`config.mk`:
```
export PLATFORM = sky130hd
export DESIGN_NAME = reg_write_arbiter
export DESIGN_NICKNAME = d
export VERILOG_FILES = /design/src/rtl/reg_write_arbiter_pkg.sv /design/src/rtl/reg_write_arbiter_reg8_en.sv /design/src/rtl/reg_write_arbiter.sv
export SDC_FILE = /design/constraint.sdc
export NUM_CORES = 1
export LEC_CHECK = 0
export CAP_MARGIN = 20
export CORE_UTILIZATION = 28
export CTS_CLUSTER_DIAMETER = 100
export DETAILED_ROUTE_END_ITERATION = 8
export MAX_ROUTING_LAYER = met4
export PLACE_DENSITY = 0.7
export SLEW_MARGIN = 20
export SYNTH_ARGS = -nofsm -noshare
export SYNTH_HDL_FRONTEND = slang
export SYNTH_HIERARCHICAL = 1
export SYNTH_SLANG_ARGS = --single-unit
```
`constraint.sdc`:
```
create_clock -name clk -period 3.45 [get_ports clk]
set_input_delay 0.5175 -clock clk [delete_from_list [all_inputs] [get_ports clk]]
set_output_delay 0.5175 -clock clk [all_outputs]
set_load 0.005 [all_outputs]
```
`src/rtl/reg_write_arbiter_pkg.sv`:
```
// Shared definitions for the register write arbiter: state encoding and defaults.
package reg_write_arbiter_pkg;

    localparam int unsigned DEF_N_REQ = 4;
    localparam int unsigned DEF_WIDTH = 8;

    typedef enum logic [1:0] {
        ST_IDLE  = 2'b00,
        ST_GRANT = 2'b01,
        ST_ACK   = 2'b10
    } state_t;

endpackage

```
`src/rtl/reg_write_arbiter_reg8_en.sv`:
```
// Shared storage register with enable; holds its value while EN is low.
module reg8_en
    import reg_write_arbiter_pkg::*;
#(
    parameter int unsigned WIDTH = DEF_WIDTH
) (
    input  logic             clk,
    input  logic             res,
    input  logic             EN,
    input  logic [WIDTH-1:0] Reg_In,
    output logic [WIDTH-1:0] Reg_Out
);

    // Load on enable, clear on synchronous reset.
    always_ff @(posedge clk) begin
        if (res) begin
            Reg_Out <= '0;
        end else if (EN) begin
            Reg_Out <= Reg_In;
        end
    end

endmodule

```
`src/rtl/reg_write_arbiter.sv`:
```
// Round-robin write arbiter sharing one enable register among N_REQ requesters.
// Each transaction is IDLE -> GRANT (register write) -> ACK (ack pulse, pointer advance).
module reg_write_arbiter
    import reg_write_arbiter_pkg::*;
#(
    parameter int unsigned N_REQ = DEF_N_REQ,
    parameter int unsigned WIDTH = DEF_WIDTH
) (
    input  logic                       clk,
    input  logic                       res,
    input  logic [N_REQ-1:0]           req,
    input  logic [N_REQ*WIDTH-1:0]     wdata,
    output logic [N_REQ-1:0]           gnt,
    output logic [N_REQ-1:0]           ack,
    output logic [$clog2(N_REQ)-1:0]   owner,
    output logic                       busy,
    output logic [WIDTH-1:0]           Reg_Out
);

    localparam int unsigned OW = $clog2(N_REQ);

    state_t           state, state_nxt;
    logic [OW-1:0]    ptr, ptr_nxt, owner_nxt;
    logic [N_REQ-1:0] gnt_nxt, ack_nxt;
    logic             reg_en;
    logic [WIDTH-1:0] reg_in;

    // First set request at or after start, ascending and wrapping.
    function automatic logic [OW-1:0] rr_pick(input logic [N_REQ-1:0] r,
                                              input logic [OW-1:0]    start);
        logic [OW-1:0] pick;
        logic          found;
        int unsigned   idx;
        pick  = start;
        found = 1'b0;
        for (int unsigned k = 0; k < N_REQ; k++) begin
            idx = (32'(start) + k) % N_REQ;
            if (!found && r[idx]) begin
                pick  = OW'(idx);
                found = 1'b1;
            end
        end
        return pick;
    endfunction

    // Successor index with wrap from N_REQ-1 back to 0.
    function automatic logic [OW-1:0] inc_wrap(input logic [OW-1:0] v);
        return (32'(v) == N_REQ - 1) ? '0 : OW'(32'(v) + 1);
    endfunction

    // Next-state and next-output logic; grant and ack are registered from these.
    always_comb begin
        state_nxt = state;
        owner_nxt = owner;
        ptr_nxt   = ptr;
        gnt_nxt   = '0;
        ack_nxt   = '0;
        unique case (state)
            ST_IDLE: begin
                if (|req) begin
                    owner_nxt          = rr_pick(req, ptr);
                    gnt_nxt[owner_nxt] = 1'b1;
                    state_nxt          = ST_GRANT;
                end
            end
            ST_GRANT: begin
                gnt_nxt   = gnt;
                ack_nxt   = gnt;
                state_nxt = ST_ACK;
            end
            ST_ACK: begin
                ptr_nxt   = inc_wrap(owner);
                state_nxt = ST_IDLE;
            end
            default: begin
                state_nxt = ST_IDLE;
            end
        endcase
    end

    // State, pointer and output registers.
    always_ff @(posedge clk) begin
        if (res) begin
            state <= ST_IDLE;
            ptr   <= '0;
            owner <= '0;
            gnt   <= '0;
            ack   <= '0;
        end else begin
            state <= state_nxt;
            ptr   <= ptr_nxt;
            owner <= owner_nxt;
            gnt   <= gnt_nxt;
            ack   <= ack_nxt;
        end
    end

    assign busy   = (state != ST_IDLE);
    assign reg_en = (state == ST_GRANT);
    assign reg_in = wdata[owner*WIDTH +: WIDTH];

    reg8_en #(
        .WIDTH (WIDTH)
    ) u_reg (
        .clk     (clk),
        .res     (res),
        .EN      (reg_en),
        .Reg_In  (reg_in),
        .Reg_Out (Reg_Out)
    );

endmodule

```
Word-level counts from Yosys, hierarchy flattened
Cells that the tools add are included.
{ "op_classes": {"addsub": 4, "mul": 0, "n_div": 0, "n_lt_le_gt_ge": 6, "n_eq_ne": 4, "shift": 1, "mux": 29, "bitwise": 1, "n_reduce_logical": 12} }
{ "op_table": {"columns": ["cell", "n"], "rows": [
  ["$shiftx A32 B6 Y8", 1],
  ["$lt A2 B3 Y1 const B", 5],
  ["$mux W1", 14],
  ["$mux W2", 7],
  ["$bmux W1 S2", 4],
  ["$pmux W4 S2", 1],
  ["$add A2 B1 Y2 const B", 2],
  ["$add A2 B2 Y2 const B", 2],
  ["$eq A2 B2 Y1 const B", 2],
  ["$logic_and A1 B1 Y1", 4],
  ["$mux W4", 1],
  ["$pmux W2 S2", 1],
  ["$reduce_or A4 Y1", 1],
  ["$logic_not A1 Y1", 3],
  ["$demux W1 S2", 1],
  ["$eq A2 B1 Y1 const B", 1],
  ["$ge A2 B1 Y1 const B", 1],
  ["$logic_not A2 Y1", 1],
  ["$ne A2 B2 Y1 const B", 1],
  ["$reduce_and A2 Y1", 1],
  ["$reduce_bool A2 Y1", 1],
  ["$reduce_or A2 Y1", 1],
  ["$not A1 Y1", 1]
]} }
{ "word_totals": {"regBits": 22, "latch_bits": 0, "ram_bits": 0, "mem_bits_ro": 0, "input_bits": 38, "output_inout_bits": 19, "memories": 0} }

Logic depth before layout (Yosys ltp)
{ "depth": {"word_depth": 26, "mapped_depth": 5, "depth_no_buf": 4} }

Hierarchy
Netlist, hierarchy kept.
{ "modules_own_cells": {"columns": ["module", "instances", "cells_per_inst", "area_per_inst_um2", "seq_area_each_um2"], "rows": [
  ["reg_write_arbiter", 1, 75, 797.0, 280.3],
  ["reg8_en", 1, 26, 285.3, 160.2]
]} }

Worst setup path before layout
No wires, ideal clock.
{ "synth_timing": {"kind": "reg2reg", "start": "register owner[0]", "end": "register u_reg.Reg_Out[0]", "arrival_ps": 1301, "setup_slack_ps": 2025, "path_stages_with_launch": 5, "path_buffers": 1, "synth_period_minus_slack_ps": 1425, "path_cell_list": "dfxtp_1 -> buf_2 -> mux4_2 -> mux2i_1 -> nor2_1"} }
{ "synth_via": {"elab_chain_len": 1} }
{ "synth_rtl": {"columns": ["element", "line_no", "rtl"], "rows": [
  ["start, declared", "reg_write_arbiter.sv:15", "output logic [$clog2(N_REQ)-1:0] owner,"],
  ["start signal, assigned", "reg_write_arbiter.sv:92", "owner <= owner_nxt;"],
  ["$shiftx A32 B6 Y8", "reg_write_arbiter.sv:100", "assign reg_in = wdata[owner*WIDTH +: WIDTH];"],
  ["net reg_in[0]", "reg_write_arbiter.sv:26", "logic [WIDTH-1:0] reg_in;"],
  ["end signal, assigned", "reg_write_arbiter_reg8_en.sv:19", "Reg_Out <= Reg_In;"],
  ["end, declared", "reg_write_arbiter_reg8_en.sv:11", "output logic [WIDTH-1:0] Reg_Out"]
]} }
The timed path passes the listed nets, and every way through them passes these cells.
A chain may end at the register's enable or synchronous reset.

Worst setup path after layout
{ "layout_timing": {"start": "register owner[0]", "end": "output owner[0]"} }
No word-level cell between the ends.

==> impl_metrics.json <==
{
  "cap_violations": 0,
  "crit_slowest_cell": "dfxtp_1",
  "status": "finished clean",
  "cts_buffers": 3,
  "whs_ns": 0.484,
  "yosysTopAreaCellShare_pct": 40.7,
  "synth_seq_cells": 22,
  "synth.area.mux_share_pct": 25.0,
  "whs_endpoint": "ack[0]$_SDFF_PP0_",
  "critPathMaxStageDelay_ns": 0.75,
  "post-route-min-period_ns": 2.15,
  "cp.arrival_ns": 1.64,
  "nFillCells": 358,
  "rr_worst_depth": 4,
  "timing.fmax_mhz": 464,
  "rsz0062_at_grt": "no",
  "synth-compound-area-share_pct": 15.0,
  "overflow": 0,
  "fp.dieW_um": 64.2,
  "setup_viol": 0,
  "multi_input_area_um2": 599,
  "nets": 196,
  "max-slew-margin-rel_pct": 38.3,
  "fin_skew_ns": 0.00185,
  "clock-sinks": 22,
  "timing.final.crit_share_pct": 62.4,
  "drv_slew": 0,
  "synth_seq_area_share_pct": 40.7,
  "timing.rr.start": "state[0]$_SDFFE_PP0P_",
  "required_ns": 2.93,
  "p_leak_uw": 0.000628,
  "cp-end-kind": "output pin",
  "dp_hpwl_um": 2100,
  "cellPowerDensity_mw_per_mm2": 348,
  "path_max_fanout": 12,
  "cp_cell_sequence": "clkdlybuf4s50_1",
  "tightest_slew_ns": 0.924,
  "antenna_cells": 0,
  "seq_area_um2": 440,
  "grt_pass1_wl_um": 4260,
  "avgViaCountPerCell": 4.77,
  "cpLargestDelayFamily": "flip-flops",
  "ant_nets": 0,
  "drive_above_1_share_pct": 9.03,
  "area_growth_pct": 58.3,
  "critPathKind": "flip-flop to output pin",
  "path_buf_inv": 1,
  "grt_max_degree": 15,
  "synth_cells": 101,
  "synth.largest_area_cell": "dfxtp_1",
  "clockRootBuffer": "clkbuf_8",
  "seqPwrFrac_pct": 48.1,
  "path_clk_slew_ns": 0.07,
  "synth_area_leaders": "dfxtp_1 41%, mux4_2 17%, mux2i_1 8.3%",
  "post_cts_resized": 0,
  "cts_tree": "done",
  "cts_hold_repair.buffers": 0,
  "synth_nets": 140,
  "synth.distinct_cells": 32,
  "regToRegSetupSlack_ns": 1.76,
  "synth.avg_cell_area_um2": 10.7,
  "p_switching_uw": 143,
  "grt_antenna_before_repair": 0,
  "start_util_pct": 29.3,
  "holdPathStages": 1,
  "intPower_uw": 453,
  "worstSetupStartpointType": "flip-flop",
  "grt_pass1_vias": 1006,
  "htree_levels": 1,
  "swShare_pct": 24.0,
  "mostFrequentLayoutCells": "56 x clkdlybuf4s50_1, 22 x dfxtp_1, 11 x nor2_1",
  "yosysWarnings": 6,
  "wirelength_um": 2670,
  "finalHoldViolations": 0,
  "p_comb_share_pct": 26.1,
  "drc_errors": 0,
  "rows": 22,
  "synthAdderAreaFrac_pct": 1.16,
  "fin_setup_tns_ns": 0,
  "grt_usage_pct": 13.7,
  "io_pins": 57,
  "synth_xor_area_share_pct": 0,
  "synth-simple-area-share_pct": 14.2,
  "core-area_mm2": 0.00369,
  "wl_per_cell_um": 13.2,
  "r2r_end": "gnt[2]$_SDFFE_PP0N_",
  "clkPwrFrac_pct": 25.7,
  "finalPower_uw": 595,
  "vdd_drop_max_mv": 0.219,
  "vias": 969,
  "hp-start": "gnt[0]$_SDFFE_PP0N_",
  "final_common_cell": "clkdlybuf4s50_1",
  "synth_area_mm2": 0.00108,
  "insertion_delay_ns": 0.26,
  "hold_class": "flip-flop to flip-flop",
  "synth_top_family_by_area": "multiplexers",
  "post_cts_buffers": 0,
  "clock_path_buffers": 2,
  "dieHeight_um": 64.2,
  "gp_congestion": 0.709,
  "io_buffers": 56,
  "drtPass1Iterations": 4,
  "drt_iter0_drc": 14,
  "dieArea_mm2": 0.00412
}
==> metal layers <==
layer	global-route usage [%]	vias up	share of wire [%]	routed length (um)
li1	-	481	-	-
met1	15.8	444	43	1140
met2	23.9	40	50	1330
met3	3.21	4	6.4	170
met4	3.33	0	0.90	24
met5	-	-	0	0
==> layout make-up <==
type                            count  area share [%]
Clock buffer                        3            2.41
Inverter                            3           0.657
Multi-Input combinational cell     71            35.0
Sequential cell                    22            25.7
Tap cell                           48            3.51
Timing Repair Buffer               56            32.7
==> worst max-delay path by stage <==
| stage | depth (start not counted) | slack [ns] | endpoint | startpoint |
|---|---|---|---|---|
| floorplan | 4 | 2.02 | u_reg/Reg_Out[0]$_SDFFE_PP0P_ | owner[0]$_SDFFE_PP0P_ |
| finish | 1 | 1.30 | owner[0] | owner[0]$_SDFFE_PP0P_ |
| global placement | 4 | 1.41 | gnt[1]$_SDFFE_PP0N_ | res |
| detailed placement | 4 | 1.38 | gnt[2]$_SDFFE_PP0N_ | res |
| CTS | 1 | 1.22 | owner[0] | owner[0]$_SDFFE_PP0P_ |
| global route | 1 | 1.15 | owner[0] | owner[0]$_SDFFE_PP0P_ |
==> state kept, by name, indices dropped and copies added, names as in the netlist <==
signal and flops:
ack 4, u_reg/Reg_Out 8, ptr 2, state 2, owner 2, gnt 4
==> cell usage after synthesis <==
cell type,instances
a21o_1,2
a21oi_1,5
a21oi_2,1
a221o_1,1
a31o_1,5
and2_1,4
and2b_1,1
buf_1,2
buf_2,1
buf_4,1
buf_6,1
dfxtp_1,22
ha_1,1
inv_1,3
mux2i_1,9
mux4_2,8
nand2_1,4
nand2b_1,1
nor2_1,11
nor2_2,1
nor2b_1,4
nor3_1,1
nor3b_1,1
o2111ai_1,1
o211a_1,1
o211ai_1,1
o21a_1,1
o21ai_0,2
o21ai_1,2
o22ai_1,1
or2_4,1
or3_1,1
==> per-stage QoR <==
stage	setup WS [ns]	utilization (%)	instances	area (um^2)
finish	1.30	46.4	203	1710
global placement	1.41	45.3	200	1670
detailed placement	1.38	45.3	200	1670
CTS	1.22	46.4	203	1710
global route	1.15	46.4	203	1710
floorplan	2.02	-	101	1080
==> kinds of logic (layout without fill, tap and decap cells) <==
logic type / after synthesis / after routing
and+or+nand+nor: 30 / 30
adders and majority gates: 1 / 1
muxes: 17 / 17
buffers and inverters: 8 / 62
DFF: 22 / 22
AOI/OAI and AO/OA: 23 / 23
==> power groups by stage <==
stage | logic [uW] | clock network (uW) | registers, uW
6_report | 155 | 153 | 287
3_5_place_dp | 156 | 0 | 293
5_1_grt | 169 | 166 | 290
2_1_floorplan | 78.8 | 0 | 285
3_3_place_gp | 154 | 0 | 293
4_1_cts | 157 | 159 | 288
Note: power is estimated with default switching activity, not from simulation.
